### src/rtl/jk_updown_counter_pkg.sv
// jk_defs: shared encodings for the JK up/down counter slice.
//   mode_e     : counter operation select (hold / up / down / load).
//   JK_*       : JK cell truth-table rows, indexed as {j,k}.
// Imported by jk_cell, jk_updown_counter and the bench so everyone agrees
// on the encodings.
package jk_defs;

  typedef enum logic [1:0] {
    MODE_HOLD = 2'b00,
    MODE_UP   = 2'b01,
    MODE_DN   = 2'b10,
    MODE_LD   = 2'b11
  } mode_e;

  // JK cell behaviour keyed by {j,k}
  localparam logic [1:0] JK_HOLD = 2'b00;
  localparam logic [1:0] JK_CLR  = 2'b01;
  localparam logic [1:0] JK_SET  = 2'b10;
  localparam logic [1:0] JK_TGL  = 2'b11;

endpackage

### src/rtl/jk_cell.sv
// jk_cell: single-bit rising-edge JK flip-flop, synchronous active-low reset.
//   clk   : clock
//   reset : 0 = clear q on the next rising edge
//   j, k  : excitation; 00 hold, 01 clear, 10 set, 11 toggle
//   q     : stored bit
//   q_bar : inverse of q
module jk_cell
  import jk_defs::*;
(
  input  logic clk,
  input  logic reset,
  input  logic j,
  input  logic k,
  output logic q,
  output logic q_bar
);

  logic q_q, q_d;

  always_comb begin
    q_d = q_q;
    case ({j, k})
      JK_HOLD: q_d = q_q;
      JK_CLR:  q_d = 1'b0;
      JK_SET:  q_d = 1'b1;
      JK_TGL:  q_d = ~q_q;
      default: q_d = q_q;
    endcase
  end

  always_ff @(posedge clk) begin
    if (!reset) q_q <= 1'b0;
    else        q_q <= q_d;
  end

  assign q     = q_q;
  assign q_bar = ~q_q;

endmodule

### src/rtl/jk_updown_counter.sv
// jk_updown_counter: modulo-MOD_N up/down/load counter built from JK cells.
//   clk      : rising-edge clock
//   reset    : synchronous active-low reset
//   en       : 0 freezes the count (reset still applies)
//   mode     : 00 hold, 01 up, 10 down, 11 load
//   load_val : parallel load value (mode 11)
//   q/q_bar  : count and its inverse, taken straight from the cells
//   tc       : combinational terminal count for the selected direction
//   wrap     : one-cycle pulse alongside the q update that wrapped
//   load_err : one-cycle pulse alongside a clamped out-of-range load
module jk_updown_counter
  import jk_defs::*;
#(
  parameter int WIDTH = 4,
  parameter int MOD_N = 16
) (
  input  logic             clk,
  input  logic             reset,
  input  logic             en,
  input  logic [1:0]       mode,
  input  logic [WIDTH-1:0] load_val,
  output logic [WIDTH-1:0] q,
  output logic [WIDTH-1:0] q_bar,
  output logic             tc,
  output logic             wrap,
  output logic             load_err
);

  // Top of the count range at counter width; MOD_N == 2**WIDTH gives all ones.
  localparam logic [WIDTH-1:0] MAX_V = WIDTH'(MOD_N - 1);
  localparam logic [WIDTH-1:0] ONE   = WIDTH'(1);

  logic [WIDTH-1:0] nx, j, k;
  logic             wrap_q, wrap_d, load_err_q, load_err_d;

  always_comb begin
    nx         = q;
    wrap_d     = 1'b0;
    load_err_d = 1'b0;
    if (en) begin
      case (mode)
        MODE_UP: begin
          if (q == MAX_V) begin nx = '0;  wrap_d = 1'b1; end
          else                  nx = q + ONE;
        end
        MODE_DN: begin
          if (q == '0) begin nx = MAX_V; wrap_d = 1'b1; end
          else               nx = q - ONE;
        end
        MODE_LD: begin
          // Out-of-range loads clamp to the top of the range
          if (load_val > MAX_V) begin nx = MAX_V; load_err_d = 1'b1; end
          else                        nx = load_val;
        end
        default: nx = q;
      endcase
    end
  end

  // Set only bits rising, clear only bits falling: a cell never sees J=K=1,
  // and a bit flip is expressed purely as set or clear.
  assign j = nx & ~q;
  assign k = ~nx & q;

  for (genvar gi = 0; gi < WIDTH; gi++) begin : g_cell
    jk_cell u_cell (
      .clk   (clk),
      .reset (reset),
      .j     (j[gi]),
      .k     (k[gi]),
      .q     (q[gi]),
      .q_bar (q_bar[gi])
    );
  end

  always_ff @(posedge clk) begin
    if (!reset) begin
      wrap_q     <= 1'b0;
      load_err_q <= 1'b0;
    end else begin
      wrap_q     <= wrap_d;
      load_err_q <= load_err_d;
    end
  end

  assign wrap     = wrap_q;
  assign load_err = load_err_q;
  assign tc = en & (((mode == MODE_UP) && (q == MAX_V)) ||
                    ((mode == MODE_DN) && (q == '0)));

endmodule

### config.mk
export PLATFORM = sky130hd
export DESIGN_NAME = jk_updown_counter
export DESIGN_NICKNAME = d
export VERILOG_FILES = /design/src/rtl/jk_updown_counter_pkg.sv /design/src/rtl/jk_cell.sv /design/src/rtl/jk_updown_counter.sv
export SDC_FILE = /design/constraint.sdc
export NUM_CORES = 1
export LEC_CHECK = 0
export CORE_MARGIN = 4
export CORE_UTILIZATION = 41
export CTS_BUF_LIST = sky130_fd_sc_hd__clkbuf_8
export DETAILED_ROUTE_END_ITERATION = 10
export PLACE_DENSITY = 0.85
export SYNTH_ARGS = -nofsm -noshare
export SYNTH_HDL_FRONTEND = slang
export SYNTH_SLANG_ARGS = --single-unit
### constraint.sdc
create_clock -name clk -period 2.14 [get_ports clk]
set_input_delay 0.214 -clock clk [delete_from_list [all_inputs] [get_ports clk]]
set_output_delay 0.214 -clock clk [all_outputs]
set_load 0.02 [all_outputs]
# After elaboration in Yosys (flattened, before gate mapping)
# Cells that the tools add are included.
[word_totals] ff_bits=6 latch_bits=0 ramBits=0 mem_bits_ro=0 in_bits=9 output_inout_bits=11 wordCells=57 mem_count=0
[op_classes] addsub=2 multipliers=0 n_div=0 n_lt_le_gt_ge=1 eq_ne=16 n_shift=0 muxes=13 bitwise_logic=9 reduce_logical=10
[ops] operator="2-bit == test, second input constant" n=10
[ops] operator="4-bit 2-to-1 mux" n=4
[ops] operator="1-bit case mux with 3 select lines" n=4
[ops] operator="4-bit case mux with 3 select lines" n=1
[ops] operator="2-bit by 1-bit == test with 1-bit output, second input constant" n=5
[ops] operator="4-bit bitwise AND" n=2
[ops] operator="2-bit logical NOT" n=4
[ops] operator="4-bit inverter" n=2
[ops] operator="4-bit by 1-bit adder with 4-bit output, second input constant" n=1
[ops] operator="4-bit == test, second input constant" n=1
[ops] operator="4-bit > comparator, second input constant" n=1
[ops] operator="4-bit logical NOT" n=1
[ops] operator="1-bit inverter" n=4
[ops] operator="4-bit by 1-bit subtractor with 4-bit output, second input constant" n=1
[ops] operator="1-bit 2-to-1 mux" n=3
[ops] operator="3-bit AND reduction" n=1
[ops] operator="1-bit logical AND" n=2
[ops] operator="1-bit case mux with 2 select lines" n=1
[ops] operator="2-bit AND reduction" n=1
[ops] operator="1-bit bitwise AND" n=1
[ops] operator="1-bit logical OR" n=1

# Depth between registers and ports, before layout
[logic_depth] ltp_word=8 ltp_mapped=10 ltp_nobuf=9

# Hierarchy
# From an unflattened synthesis, not the netlist that was laid out.
[hier_totals] hier_cells=63 hier_area_um2=488.0
[modules_own_cells] module="jk_updown_counter" n_inst=1 cells_each=47 area_each_um2=337.8 seq_area_each_um2=20.0
[modules_own_cells] module="jk_cell" n_inst=4 cells_each=4 area_each_um2=37.5 seq_area_each_um2=20.0

# Worst setup path before layout
# No wires, ideal clock.
[synth_timing] path_type="reg-to-reg" from="reg g_cell[0].u_cell.q_q" to="reg g_cell[1].u_cell.q_q" setup_time_ns=0.116 arrival_time_ns=1.964 t_required_ns=2.024 slack_ns=0.060 path_stages_with_launch=10 path_buffers=1 synth_period_minus_slack_ns=2.080 path_cell_list="dfxtp_1 clkbuf_1 inv_1 ha_1 mux2_2 a211oi_1 a21oi_1 ha_1 mux2i_1 nor2b_1"
[synth_via] elab_chain_cells=8 elab_cells_between_ends=16 cone_classes="add/sub (2); eq/ne (4); mux (5); bitwise (3); reduce/logical (2)"
[synth_lines] element="start, declared" line="jk_cell.sv:18" text="logic q_q, q_d;"
[synth_lines] element="start signal, assigned" line="jk_cell.sv:33" text="else q_q <= q_d;"
[synth_lines] element="4-bit by 1-bit subtractor with 4-bit output (tied with other cells)" line="jk_updown_counter.sv:48" text="else nx = q - ONE;"
[synth_lines] element="4-bit 2-to-1 mux, on equally long branches" line="jk_updown_counter.sv:47, jk_updown_counter.sv:43"
[synth_lines] element="4-bit case mux with 3 select lines (*)" line="jk_updown_counter.sv:41" text="case (mode)"
[synth_lines] element="4-bit 2-to-1 mux (*)" line="jk_updown_counter.sv:40" text="if (en) begin"
[synth_lines] element="4-bit inverter" line="jk_updown_counter.sv:63" text="assign k = ~nx & q;"
[synth_lines] element="4-bit bitwise AND" line="jk_updown_counter.sv:63"
[synth_lines] element="2-bit == test / 2-bit by 1-bit == test with 1-bit output (equally long branches)" line="jk_cell.sv:22" text="case ({j, k})"
[synth_lines] element="1-bit case mux with 3 select lines" line="jk_cell.sv:22"
[synth_lines] element="end signal, assigned" line="jk_cell.sv:33"
[synth_lines] element="end, declared" line="jk_cell.sv:18"
# Every way passes the cells marked *; elsewhere a longest branch is shown, timed or not.
# A chain may end at the register's enable or synchronous reset.

# Worst setup path after layout
# Same ends and word-level chain as after synthesis.

==> results_tabular.tex <==
\begin{tabular}{lr}
\hline
Metric & Value \\
\hline
\multicolumn{2}{l}{\textbf{Synth}} \\
Netlist Area Pre-Place & roughly 590 um2 \\
Ys flop type & sky130\_fd\_sc\_hd\_\_dfxtp\_1 \\
Total of warnings raised by yosys & 0 \\
Number of enable-type register cells in the synthesized netlist & 0 \\
Leading area contributor after synthesis & sky130\_fd\_sc\_hd\_\_ha\_1 \\
Unique cell type count in the Yosys netlist & 29 \\
Mean area per synthesized cell & $\sim$8.3 um2 \\
\#FFs+latches synth & 5 \\
Synthesized instance count & 71 \\
Fraction of registers with async set/reset & 0 \\
Synth Area in Compound Gates & 0.200 \\
Yosys top cell area share & 0.213 \\
XOR/XNOR Fraction of Synth Area & 0 \\
Fraction of the mapped netlist area in adder cells & 0.213 \\
Number of nets in the synthesized netlist & 90 \\
Mux cell area share after synthesis & 0.106 \\
Sequential share of the synthesized area & 0.170 \\
Share of synthesized cell area in and, or, nand and nor gates & 0.130 \\
Main area contributors after synthesis & sky130\_fd\_sc\_hd\_\_ha\_1, sky130\_fd\_sc\_hd\_\_dfxtp\_1, sky130\_fd\_sc\_hd\_\_buf\_4, sky130\_fd\_sc\_hd\_\_mux2i\_1, sky130\_fd\_sc\_hd\_\_a21oi\_1 \\
Combinational family with the most area after synthesis & adder cells \\
\multicolumn{2}{l}{\textbf{Drt}} \\
DR vias/cell & 5.34 \\
Number of detailed-routing iterations run before antenna repair & 4 \\
Starting DRT DRC Count & 10 \\
Residual antenna-violating net count after detailed routing & 0 \\
Total wire length & between 1000 and 1500 um \\
Post-detailed-route wirelength per cell & between 10 and 15 um \\
Vias & roughly 560 \\
Number of remaining DRC errors & 0 \\
\multicolumn{2}{l}{\textbf{Timing}} \\
Worst setup margin & approximately 0.098 ns \\
Setup Total Neg Slack & 0 ns \\
Final period utilization & 0.954 \\
Number of max-slew violations in the final report & 0 \\
Final Hold Viols & 0 \\
Period minus WS final & a little over 2 ns \\
Final setup violation count & 0 \\
Max Clock Freq & between 400 and 500 MHz \\
Maximum clock skew at final layout & 0.00189 ns \\
Setup repair after global routing missed its margin & false \\
\multicolumn{2}{l}{\textbf{Power and ir drop}} \\
Sw frac & 0.307 \\
Cell-internal power & between 0.3 and 0.4 mW \\
Max rail drop VDD & roughly 0.43 mV \\
Clock power frac & 0.361 \\
Cell area power density & between 500 and 600 nW/um2 \\
Fraction of power consumed by combinational cells & 0.398 \\
Sw Pwr & roughly 0.14 mW \\
Flop pwr share & 0.241 \\
Leakage power total & $\sim$0.37 nW \\
Final total power & $\sim$0.47 mW \\
\multicolumn{2}{l}{\textbf{Worst setup path}} \\
Type of element capturing the critical path & register \\
Endpoint arrival time on the critical path & 2.15 ns \\
Peak fanout along the critical path & 7 \\
Launch point of the critical path & g\_cell[0].u\_cell.q\$\_SDFFE\_PN0P\_ \\
Worst Path Required & between 2 and 2.5 ns \\
Path depth of the worst reg2reg path & 8 \\
RR Startpoint & g\_cell[0].u\_cell.q\$\_SDFFE\_PN0P\_ \\
Crit start category & register \\
Kind of critical path & register to register \\
\multicolumn{2}{l}{\textbf{Global route}} \\
Maximum number of pins on one net before global-route repair & 9 \\
GRT overflow & 0 \\
Global-route wire length before repair & 2150 um \\
Number of antenna violations at the first check in global routing & 0 \\
Via count of the first global-routing pass & slightly above 500 \\
Overall track demand over capacity in global routing & 0.141 \\
\multicolumn{2}{l}{\textbf{Die}} \\
Die outline area & 2100 um2 \\
Std cell rows & 13 \\
Die X-Extent & around 46 um \\
Initial Utilization & 0.441 \\
Core ar. & between 1000 and 1500 um2 \\
Die span in y & roughly 46 um \\
IO Pins & 20 \\
\multicolumn{2}{l}{\textbf{Finish}} \\
Top library cells by usage in the layout, fill and taps aside & sky130\_fd\_sc\_hd\_\_clkdlybuf4s50\_1, sky130\_fd\_sc\_hd\_\_ha\_1, sky130\_fd\_sc\_hd\_\_buf\_4 \\
Filler Cell Count & about 120 \\
Most common library cell in the layout ignoring fill and taps & sky130\_fd\_sc\_hd\_\_clkdlybuf4s50\_1 \\
Share of layout cells above drive strength 1 & 0.189 \\
Final Util & 0.616 \\
Count of inserted antenna diode cells & 0 \\
Area added between synthesis and finish & 39.8\% \\
Post-layout instance area & about 820 um2 \\
Final nets & 110 \\
\multicolumn{2}{l}{\textbf{Place}} \\
Placed Instance Area & 771 um2 \\
Dpl hpwl & 1060 um \\
Minimum setup slack after placement & -0.152 ns \\
Routability congestion estimate from global placement & between 0.8 and 0.9 \\
Number of input and output port buffers inserted & 18 \\
\multicolumn{2}{l}{\textbf{Worst hold path}} \\
Hold path start & g\_cell[1].u\_cell.q\$\_SDFFE\_PN0P\_ \\
Hold depth & 2 \\
Worst Hold Class & register to register \\
\multicolumn{2}{l}{\textbf{Clock tree}} \\
Clock tree from TritonCTS & done \\
Clock transition time at the flip-flop clock pins of the worst setup and hold paths & roughly 0.04 ns \\
Later-pin clock latency in the skew report & around 0.22 ns \\
Num CTS Buffers & 3 \\
Clock tree root buffer cell & sky130\_fd\_sc\_hd\_\_clkbuf\_8 \\
Max Root-Sink Buffers & 2 \\
Max H-tree Level & 1 \\
\# clock sinks & 5 \\
\multicolumn{2}{l}{\textbf{Run status}} \\
Status & completed \\
\multicolumn{2}{l}{\textbf{Run}} \\
Max capacitance violation total & 0 \\
\hline
\end{tabular}
[repair_timing]
item / in CTS / in global routing
hold buffers: 0 / 0
resized for setup: 1 / 2
hold endpoints to repair: 0 / 0
buffers inserted: 0 / 0
gates cloned: 0 / 0
setup endpoints to repair: 1 / 2
[layer usage]
layer  part of all wire  GRT usage
met1               0.42      0.161
met4                  0     0.0170
met5                  0          0
met2               0.52      0.255
met3              0.067     0.0474
[path summary, 6_finish.rpt]
path / to / slack, ns
worst max register to register: g_cell[1].u_cell.q$_SDFFE_PN0P_ / 0.1
worst min-delay path: g_cell[1].u_cell.q$_SDFFE_PN0P_ / 0.60
worst min register to register: g_cell[1].u_cell.q$_SDFFE_PN0P_ / 0.60
worst max-delay path: g_cell[1].u_cell.q$_SDFFE_PN0P_ / 0.1
[synthesized netlist by cell type, drive strengths merged (2+ instances only)]
| cell type | number |
|---|---|
| nor2b | 4 |
| o21ai | 3 |
| inv | 7 |
| a21boi | 2 |
| ha | 10 |
| a21oi | 6 |
| mux2i | 4 |
| buf | 10 |
| dfxtp | 5 |
| mux2 | 2 |
| nand4 | 3 |
[registers in the layout, summed over array words and instances (netlist names)]
name,cells
wrap,1
g_cell.u_cell.q,4
[power by group through the flow]
stage	clock [mW]	sequential, mW	combinational [mW]
after global routing	0.183	0.114	0.202
after detailed placement	0	0.114	0.186
after global placement	0	0.113	0.180
final	0.168	0.113	0.186
after CTS	0.177	0.112	0.185
after floorplan	0	0.112	0.127
[cell type report]
type / instances / area (um2) / share of cell area
Timing Repair Buffer: 26 / 239 / 0.291
Sequential cell: 5 / 100 / 0.122
Inverter: 7 / 26.3 / 0.0320
Tap cell: 15 / 18.8 / 0.0228
Clock buffer: 3 / 41.3 / 0.0502
Multi-Input combinational cell: 48 / 393 / 0.478
Clock inverter: 1 / 3.75 / 0.00457
[stage by stage]
stage	hold WS, ns	std cells
2_1_floorplan	0.342	71
6_report	0.602	105
5_1_grt	0.626	105
3_5_place_dp	0.609	101
3_3_place_gp	0.602	101
4_1_cts	0.616	105
[cell families after synthesis]
group	Yosys count
multiplexers	6
adder cells (fa/ha/maj)	10
AND/OR/NAND/NOR	13
flip-flops	5
buffers and inverters	18
AO/OA/AOI/OAI	18
other	1
[worst max-delay path, stage by stage, from the launching register on]
cell and delay [ns]:
sky130_fd_sc_hd__dfxtp_1 0.43, sky130_fd_sc_hd__inv_1 0.09, sky130_fd_sc_hd__ha_1 0.30, sky130_fd_sc_hd__mux2_2 0.32, sky130_fd_sc_hd__a211oi_1 0.17, sky130_fd_sc_hd__a21oi_1 0.07
sky130_fd_sc_hd__ha_1 0.29, sky130_fd_sc_hd__mux2i_1 0.20, sky130_fd_sc_hd__nor2b_1 0.06
Note: power is estimated with default switching activity, not from simulation.
